**src/rtl/mcb_port_arbiter.sv**
```systemverilog
// rtl/mcb_port_arbiter.sv - two-requester burst arbiter/sequencer for MIG user port p0
// Define ARB_FIXED_PRIO_EN for fixed priority (requester 0 wins ties); default is round-robin.
module mcb_port_arbiter #(
  parameter int ADDR_W = 30,
  parameter int DATA_W = 32,
  parameter int BL_W   = 6
) (
  input  logic                  i_clk,
  input  logic                  i_reset,
  input  logic                  i_calib_done,
  input  logic [1:0]            i_req,
  input  logic [1:0]            i_req_wr,
  input  logic [2*ADDR_W-1:0]   i_req_addr,
  input  logic [2*BL_W-1:0]     i_req_bl,
  output logic [1:0]            o_gnt,
  output logic [1:0]            o_done,
  input  logic [2*DATA_W-1:0]   i_w_data,
  input  logic [1:0]            i_w_valid,
  output logic [1:0]            o_w_ready,
  output logic [DATA_W-1:0]     o_r_data,
  output logic [1:0]            o_r_valid,
  output logic                  o_cmd_en,
  output logic [2:0]            o_cmd_instr,
  output logic [BL_W-1:0]       o_cmd_bl,
  output logic [ADDR_W-1:0]     o_cmd_byte_addr,
  input  logic                  i_cmd_full,
  output logic                  o_wr_en,
  output logic [DATA_W-1:0]     o_wr_data,
  output logic [3:0]            o_wr_mask,
  input  logic                  i_wr_full,
  output logic                  o_rd_en,
  input  logic [DATA_W-1:0]     i_rd_data,
  input  logic                  i_rd_empty
);

  typedef enum logic [2:0] {S_IDLE, S_WDATA, S_WCMD, S_RCMD, S_RDATA} state_t;

  state_t              r_state, w_next;
  logic                r_owner;
  logic [ADDR_W-1:0]   r_addr;
  logic [BL_W-1:0]     r_bl;
  logic [BL_W:0]       r_cnt;
  logic                r_last;
  logic [1:0]          r_r_valid;
  logic [DATA_W-1:0]   r_r_data;

  logic                w_win;
  logic                w_start;
  logic [1:0]          w_owner_oh;
  logic                w_wbeat;
  logic                w_rd_fire;
  logic                w_cnt_at_bl;

`ifdef ARB_FIXED_PRIO_EN
  assign w_win = ~i_req[0];
`else
  // Pointer holds the last-served requester; it loses when both request.
  logic r_last_srv;
  assign w_win = (&i_req) ? ~r_last_srv : i_req[1];
`endif

  assign w_start     = (r_state == S_IDLE) & i_calib_done & (|i_req);
  assign w_owner_oh  = r_owner ? 2'b10 : 2'b01;
  assign w_cnt_at_bl = (r_cnt == {1'b0, r_bl});
  assign w_wbeat     = (r_state == S_WDATA) & i_w_valid[r_owner] & ~i_wr_full;
  assign w_rd_fire   = (r_state == S_RDATA) & ~i_rd_empty & (r_cnt <= {1'b0, r_bl});

  assign o_r_data  = r_r_data;
  assign o_r_valid = r_r_valid;

  always_ff @(posedge i_clk or posedge i_reset) begin
    if (i_reset) begin
      r_state   <= S_IDLE;
      r_owner   <= 1'b0;
      r_addr    <= '0;
      r_bl      <= '0;
      r_cnt     <= '0;
      r_last    <= 1'b0;
      r_r_valid <= 2'b00;
      r_r_data  <= '0;
`ifndef ARB_FIXED_PRIO_EN
      r_last_srv <= 1'b1;
`endif
    end else begin
      r_state   <= w_next;
      r_r_valid <= w_rd_fire ? w_owner_oh : 2'b00;
      r_last    <= w_rd_fire & w_cnt_at_bl;
      if (w_start) begin
        r_owner <= w_win;
        r_addr  <= w_win ? i_req_addr[2*ADDR_W-1:ADDR_W] : i_req_addr[ADDR_W-1:0];
        r_bl    <= w_win ? i_req_bl[2*BL_W-1:BL_W] : i_req_bl[BL_W-1:0];
        r_cnt   <= '0;
`ifndef ARB_FIXED_PRIO_EN
        r_last_srv <= w_win;
`endif
      end else if (w_wbeat || w_rd_fire) begin
        r_cnt <= r_cnt + 1'b1;
      end
      if (w_rd_fire) begin
        r_r_data <= i_rd_data;
      end
    end
  end

  always_comb begin
    w_next          = r_state;
    o_gnt           = (r_state == S_IDLE) ? 2'b00 : w_owner_oh;
    o_done          = 2'b00;
    o_w_ready       = 2'b00;
    o_cmd_en        = 1'b0;
    o_cmd_instr     = 3'b000;
    o_cmd_bl        = '0;
    o_cmd_byte_addr = '0;
    o_wr_en         = 1'b0;
    o_wr_data       = '0;
    o_wr_mask       = 4'b0000;
    o_rd_en         = 1'b0;
    case (r_state)
      S_IDLE: begin
        if (w_start) begin
          w_next = i_req_wr[w_win] ? S_WDATA : S_RCMD;
        end
      end
      S_WDATA: begin
        o_wr_en   = w_wbeat;
        o_w_ready = w_wbeat ? w_owner_oh : 2'b00;
        o_wr_data = r_owner ? i_w_data[2*DATA_W-1:DATA_W] : i_w_data[DATA_W-1:0];
        if (w_wbeat && w_cnt_at_bl) begin
          w_next = S_WCMD;
        end
      end
      S_WCMD: begin
        o_cmd_bl        = r_bl;
        o_cmd_byte_addr = r_addr & ~ADDR_W'(3);
        if (!i_cmd_full) begin
          o_cmd_en = 1'b1;
          o_done   = w_owner_oh;
          w_next   = S_IDLE;
        end
      end
      S_RCMD: begin
        o_cmd_instr     = 3'b001;
        o_cmd_bl        = r_bl;
        o_cmd_byte_addr = r_addr & ~ADDR_W'(3);
        if (!i_cmd_full) begin
          o_cmd_en = 1'b1;
          w_next   = S_RDATA;
        end
      end
      S_RDATA: begin
        o_rd_en = w_rd_fire;
        // r_last rides alongside the final registered r_valid beat.
        if (r_last) begin
          o_done = w_owner_oh;
          w_next = S_IDLE;
        end
      end
      default: w_next = S_IDLE;
    endcase
  end

endmodule

```
**config.mk**
```make
export PLATFORM = sky130hd
export DESIGN_NAME = mcb_port_arbiter
export DESIGN_NICKNAME = d
export VERILOG_FILES = /design/src/rtl/mcb_port_arbiter.sv
export SDC_FILE = /design/constraint.sdc
export NUM_CORES = 1
export LEC_CHECK = 0
export ABC_AREA = 1
export BUFFER_PORTS_ARGS = -buffer_cell sky130_fd_sc_hd__buf_2
export CAP_MARGIN = 10
export CORE_AREA = 2 2 116 118
export DETAILED_ROUTE_END_ITERATION = 10
export DIE_AREA = 0 0 118 120
export GPL_TIMING_DRIVEN = 0
export PLACE_DENSITY = 0.69
export REMOVE_ABC_BUFFERS = 1
export SYNTH_ARGS = -nofsm -noshare
export SYNTH_HDL_FRONTEND = slang
export SYNTH_SLANG_ARGS = --single-unit
```
**constraint.sdc**
```tcl
create_clock -name i_clk -period 5.8 [get_ports i_clk]
set_clock_uncertainty 0.2 [all_clocks]
set_input_delay 0.58 -clock i_clk [delete_from_list [all_inputs] [get_ports i_clk]]
set_output_delay 0.58 -clock i_clk [all_outputs]
set_load 0.01 [all_outputs]
```
Yosys cells after proc, flatten, opt, wreduce, memory -nomap -nowiden
Cells that the tools add are included.
{"block": "totals", "ff_bits": 83, "input_bits": 180, "out_inout_bits": 118, "wordCells": 74}
{"block": "classes", "addsub": 1, "n_lt_le_gt_ge": 3, "eq_ne": 10, "muxes": 33, "bitwise": 10, "reduce_logical": 8}
{"op": "$mux 32", "count": 2}
{"op": "$mux 30", "count": 2}
{"op": "$mux 2", "count": 8}
{"op": "$mux 3", "count": 5}
{"op": "$pmux 3 s5", "count": 1}
{"op": "$mux 7", "count": 2}
{"op": "$mux 6", "count": 2}
{"op": "$mux 1", "count": 10}
{"op": "$ne 2x2->1 const B", "count": 4}
{"op": "$add 7x1->7 const B", "count": 1}
{"op": "$and 1x1->1", "count": 7}
{"op": "$eq 7x6->1", "count": 1}
{"op": "$le 7x6->1", "count": 1}
{"op": "$eq 3x2->1 const B", "count": 2}
{"op": "$reduce_and 5->1", "count": 1}
{"op": "$lt 1x2->1 const B", "count": 2}
{"op": "$pmux 2 s2", "count": 1}
{"op": "$reduce_or 2->1", "count": 2}
{"op": "$eq 3x1->1 const B", "count": 1}
{"op": "$eq 3x3->1 const B", "count": 1}
{"op": "$logic_not 3->1", "count": 1}
{"op": "$not 1->1", "count": 3}
{"op": "$ne 2x1->1 const B", "count": 1}
{"op": "$reduce_and 2->1", "count": 1}
{"op": "other kinds (3)", "count": 3}

Logic depth before layout (Yosys ltp)
{"block": "depth", "word_depth": 7, "mapped_depth": 12}

Worst setup path before layout
OpenSTA, ideal clock, no wires.
{"block": "synth_timing", "kind": "register -> output", "start": "register r_cnt[4]", "end": "output port o_rd_en", "arrival_ns": 1.518, "setup_slack_ns": 3.502, "stages_incl_launch_ff": 8, "path_buffers": 1, "path_cell_list": "dfrtp_1 > ha_1 > nand2_1 > inv_1 > o21ai_0 > nand3_4 > nand2_4 > buf_2"}
{"block": "synth_via", "elab_chain_len": 3}
{"item": "start, declared", "line_no": "42", "rtl": "logic [BL_W:0] r_cnt;"}
{"item": "start signal, assigned", "line_no": "97", "rtl": "r_cnt <= r_cnt + 1'b1;"}
{"item": "$le 7x6->1", "line_no": "66", "rtl": "assign w_rd_fire = (r_state == S_RDATA) & ~i_rd_empty & (r_cnt <= {1'b0, r_bl});"}
{"item": "$and 1x1->1", "line_no": "66"}
{"item": "$mux 1", "line_no": "118", "rtl": "case (r_state)"}
{"item": "end, declared", "line_no": "31", "rtl": "output logic o_rd_en,"}
No other way between the ends.

Worst setup path in the final report
{"block": "layout_timing", "start": "register r_owner", "end": "output port o_w_ready[0]"}
{"block": "layout_via", "elab_chain_len": 6, "elab_cells_between_ends": 7, "classes_between": "5 x mux; 2 x bitwise"}
{"item": "start, declared", "line_no": "39", "rtl": "logic r_owner;"}
{"item": "start signal, assigned", "line_no": "89", "rtl": "r_owner <= w_win;"}
{"item": "$mux 1 (not written as such) (2 in a row)", "line_no": "65", "rtl": "assign w_wbeat = (r_state == S_WDATA) & i_w_valid[r_owner] & ~i_wr_full;"}
{"item": "$and 1x1->1 (2 in a row)", "line_no": "65"}
{"item": "$mux 2 *", "line_no": "126", "rtl": "o_w_ready = w_wbeat ? w_owner_oh : 2'b00;"}
{"item": "$mux 2 *", "line_no": "118"}
{"item": "end, declared", "line_no": "19", "rtl": "output logic [1:0] o_w_ready,"}
Every way passes the cells marked *; elsewhere a longest branch is shown, timed or not. The select of a mux whose other input is x is not followed.

==> results.ini <==
[logic_synthesis]
yosys.area_share.adder = 0.0191
netlist.area_leader.share = 0.436
ys_types = 28
ys_top_cells_by_area = dfrtp_1, nand2_1, nor2_1
synthMuxAreaShare = 0
synth_ff_type = dfrtp_1
synth_area_sq_um = 4590
yosysTopAreaCell = dfrtp_1
syn_inst = 668
ys_seq_area_frac = 0.441
synthSimpleGateAreaFrac = 0.347
synth_compound_area_frac = 0.0899
synthXorXnorAreaFrac = 0.00191
yosys_warnings = 0
ys_ff_latch = 81
ys_async_sr_fraction = 1.00
syn_avg_cell_area_sq_um = 6.88
synth_edf_count = 0
synth_top_family_by_area = simple AND/OR/NAND/NOR gates

[clock_tree]
hold_buffers = 0
htreeDepth = 3
clk-insertion-delay-late_ps = 330
post-cts-setup-buffer-count = 0
clock_path_buffers = 2
clock_sinks = 81
cts_root_buf = clkbuf_16
cts_tree = done
path_clk_slew_ps = 60
cts-buffers-inserted = 9
ctsResizeCount = 0

[floorplanning]
die-area_sq_um = 14200
fp.dieW_um = 118
rows = 42
start_util = 0.354
die-height_um = 120
coreArea_sq_um = 13000
io_pins = 298

[sta]
slew_headroom = 0.186
finalHoldViolCount = 0
period_share = 0.684
worst_pin_slew_ps = 1220
fmax_mhz = 252
drv_slew = 0
grt_setup_unrepaired = false
whs_ps = 67.5
setup_viol_count_final = 0
tns_ps = 0
finalCriticalPeriod_ps = 3970

[worst_setup_path]
slowest_delay_ps = 1150
critPathTopFamily = flip-flops
cp-end-kind = primary output
cp_cell_sequence = inv_1 > nand2_1 > nand2_1 > nand2_1 > nor2_2 > inv_1 > nor2_1 > buf_2
critPathMostFrequentCell = nand2_1
cp_slowest_cell = dfrtp_1
crit_required_ps = 5020
critPathKind = reg2out
cp_num_buf_inv = 3
critPathMaxFanout = 38
arrival_ps = 3190
start_kind = register

[place]
globalplace.congestion = 0.848
portBuffers = 285
post-dp-hpwl_mm = 10.8

[global_route]
grt_pass1_vias = 4690
grt_pass1_wl_mm = 23.0
grt_usage = 0.201
grt_overflow_total = 0
grt_max_degree = 48
antenna_found_initial = 0

[pwr]
p_clk_frac = 0.199
powerDensity_nw_per_um2 = 480
p_total_mw = 3.12
p_seq_frac = 0.319
power_switching_mw = 1.31
internal_power_mw = 1.80
p_sw_frac = 0.422
p_leak_nw = 3.92
ir_drop_uv = 189
p_comb_frac = 0.482

[final_layout]
drive_above_1_share = 0.343
n_fill_cell = 1375
layout.nets = 1122
syn2layout_area_growth_pct = 41.3
antenna_cells = 0

[route]
wl_met1_mm = 6.08
drt_wl_total_mm = 14.4
vias_per_cell = 4.53
initialDrtViolationCount = 235
routed.top_layer = met4
route.detailed.drc = 0
routed-wl-met3_um = 994
vias = 5058
route.met2.wl_mm = 7.11
first_pass_iters = 4
ant_nets = 0
wl_per_cell_um = 12.9

[status]
status = finished, final reports clean

[worst_hold_path]
hold_class = in2async

[run]
maxCapViolations = 0

-- logic make-up (layout without fill, tap and decap cells) --
family,after synthesis,in the layout
AOI/OAI and AO/OA,74,74
xor gates and xnor gates,1,1
adders and majority gates,7,7
buffers and inverters,104,369
DFF,81,81
other,1,8
and+or+nand+nor,400,400
-- worst register-to-register path, delay by kind of cell, from the launching register on --
family | cells | cell delay (ps)
AND/OR/NAND/NOR | 8 | 1190
flip-flops | 1 | 1150
buffers and inverters | 1 | 910
-- state kept, by name, summed over array words and instances (netlist names) --
| signal | flops |
|---|---|
| r_last_srv | 1 |
| r_bl | 6 |
| r_addr | 28 |
| o_r_data | 32 |
| r_owner | 1 |
| r_last | 1 |
| r_state | 3 |
| o_r_valid | 2 |
| r_cnt | 7 |
-- synthesized netlist by cell type, types with 7 or more instances --
library cell	number
ha_1	7
nand2_1	277
inv_1	57
nand3_1	15
dfrtp_1	80
a21oi_1	36
clkbuf_1	18
nor2_1	89
a31oi_1	34
buf_4	9
nand4_1	8
buf_2	11
-- power groups by stage --
stage                     sequential, mW  clock (mW)  combinational (mW)
final                              0.994       0.622                1.50
after global routing                1.03       0.668                1.70
after CTS                          0.992       0.643                1.52
after detailed placement            1.00           0                1.52
after global placement             0.991           0                1.48
after floorplan                     1.02           0               0.850
-- routing by layer --
layer,GRT usage,vias to the layer above
li1,-,2588
met1,0.241,2261
met2,0.351,189
met3,0.0518,20
met4,0.0693,0
met5,0,-
-- through the flow --
stage	cells	setup slack, ps	util	instance area [sq um]
floorplan	633	2040	-	4390
global placement	1094	511	0.465	6040
detailed placement	1099	1910	0.473	6140
CTS	1115	1830	0.498	6470
global route	1116	1560	0.500	6490
finish	1116	1830	0.500	6490
-- worst paths after layout --
path                       slack, ps    startpoint  cells after the start           end
max                             1830       r_owner                      8  o_w_ready[0]
min                               70       i_reset                      2  o_r_data[28]
max reg2reg                     2240       r_owner                      9      r_cnt[6]
min reg2reg                      260   o_r_data[7]                      2   o_r_data[7]
max in group asynchronous       4680       i_reset                      3    r_last_srv
min in group i_clk               240  i_rd_data[4]                      3   o_r_data[4]
-- cells in the final DEF (no fill, tap or decap), types with 3 or more instances in the layout --
| cell type | instances |
|---|---|
| a21oi_1 | 36 |
| a31oi_1 | 34 |
| buf_2 | 285 |
| buf_8 | 4 |
| clkbuf_16 | 9 |
| conb_1 | 8 |
| dfrtp_1 | 80 |
| ha_1 | 7 |
| inv_1 | 56 |
| inv_2 | 3 |
| nand2_1 | 277 |
| nand3_1 | 15 |
| nand4_1 | 8 |
| nor2_1 | 89 |
| nor2_2 | 4 |
| o21ai_0 | 4 |
-- cell type report --
type	count	area, sq um	share of cell area
clock buffers	11	253	0.0389
clock inverters	5	77.6	0.0119
inverters	62	235	0.0362
multi-input cells	490	2140	0.329
flip-flops and latches	81	2030	0.312
well taps	176	220	0.0339
repair buffers	291	1540	0.237
Power figures use the tool's default switching activity.
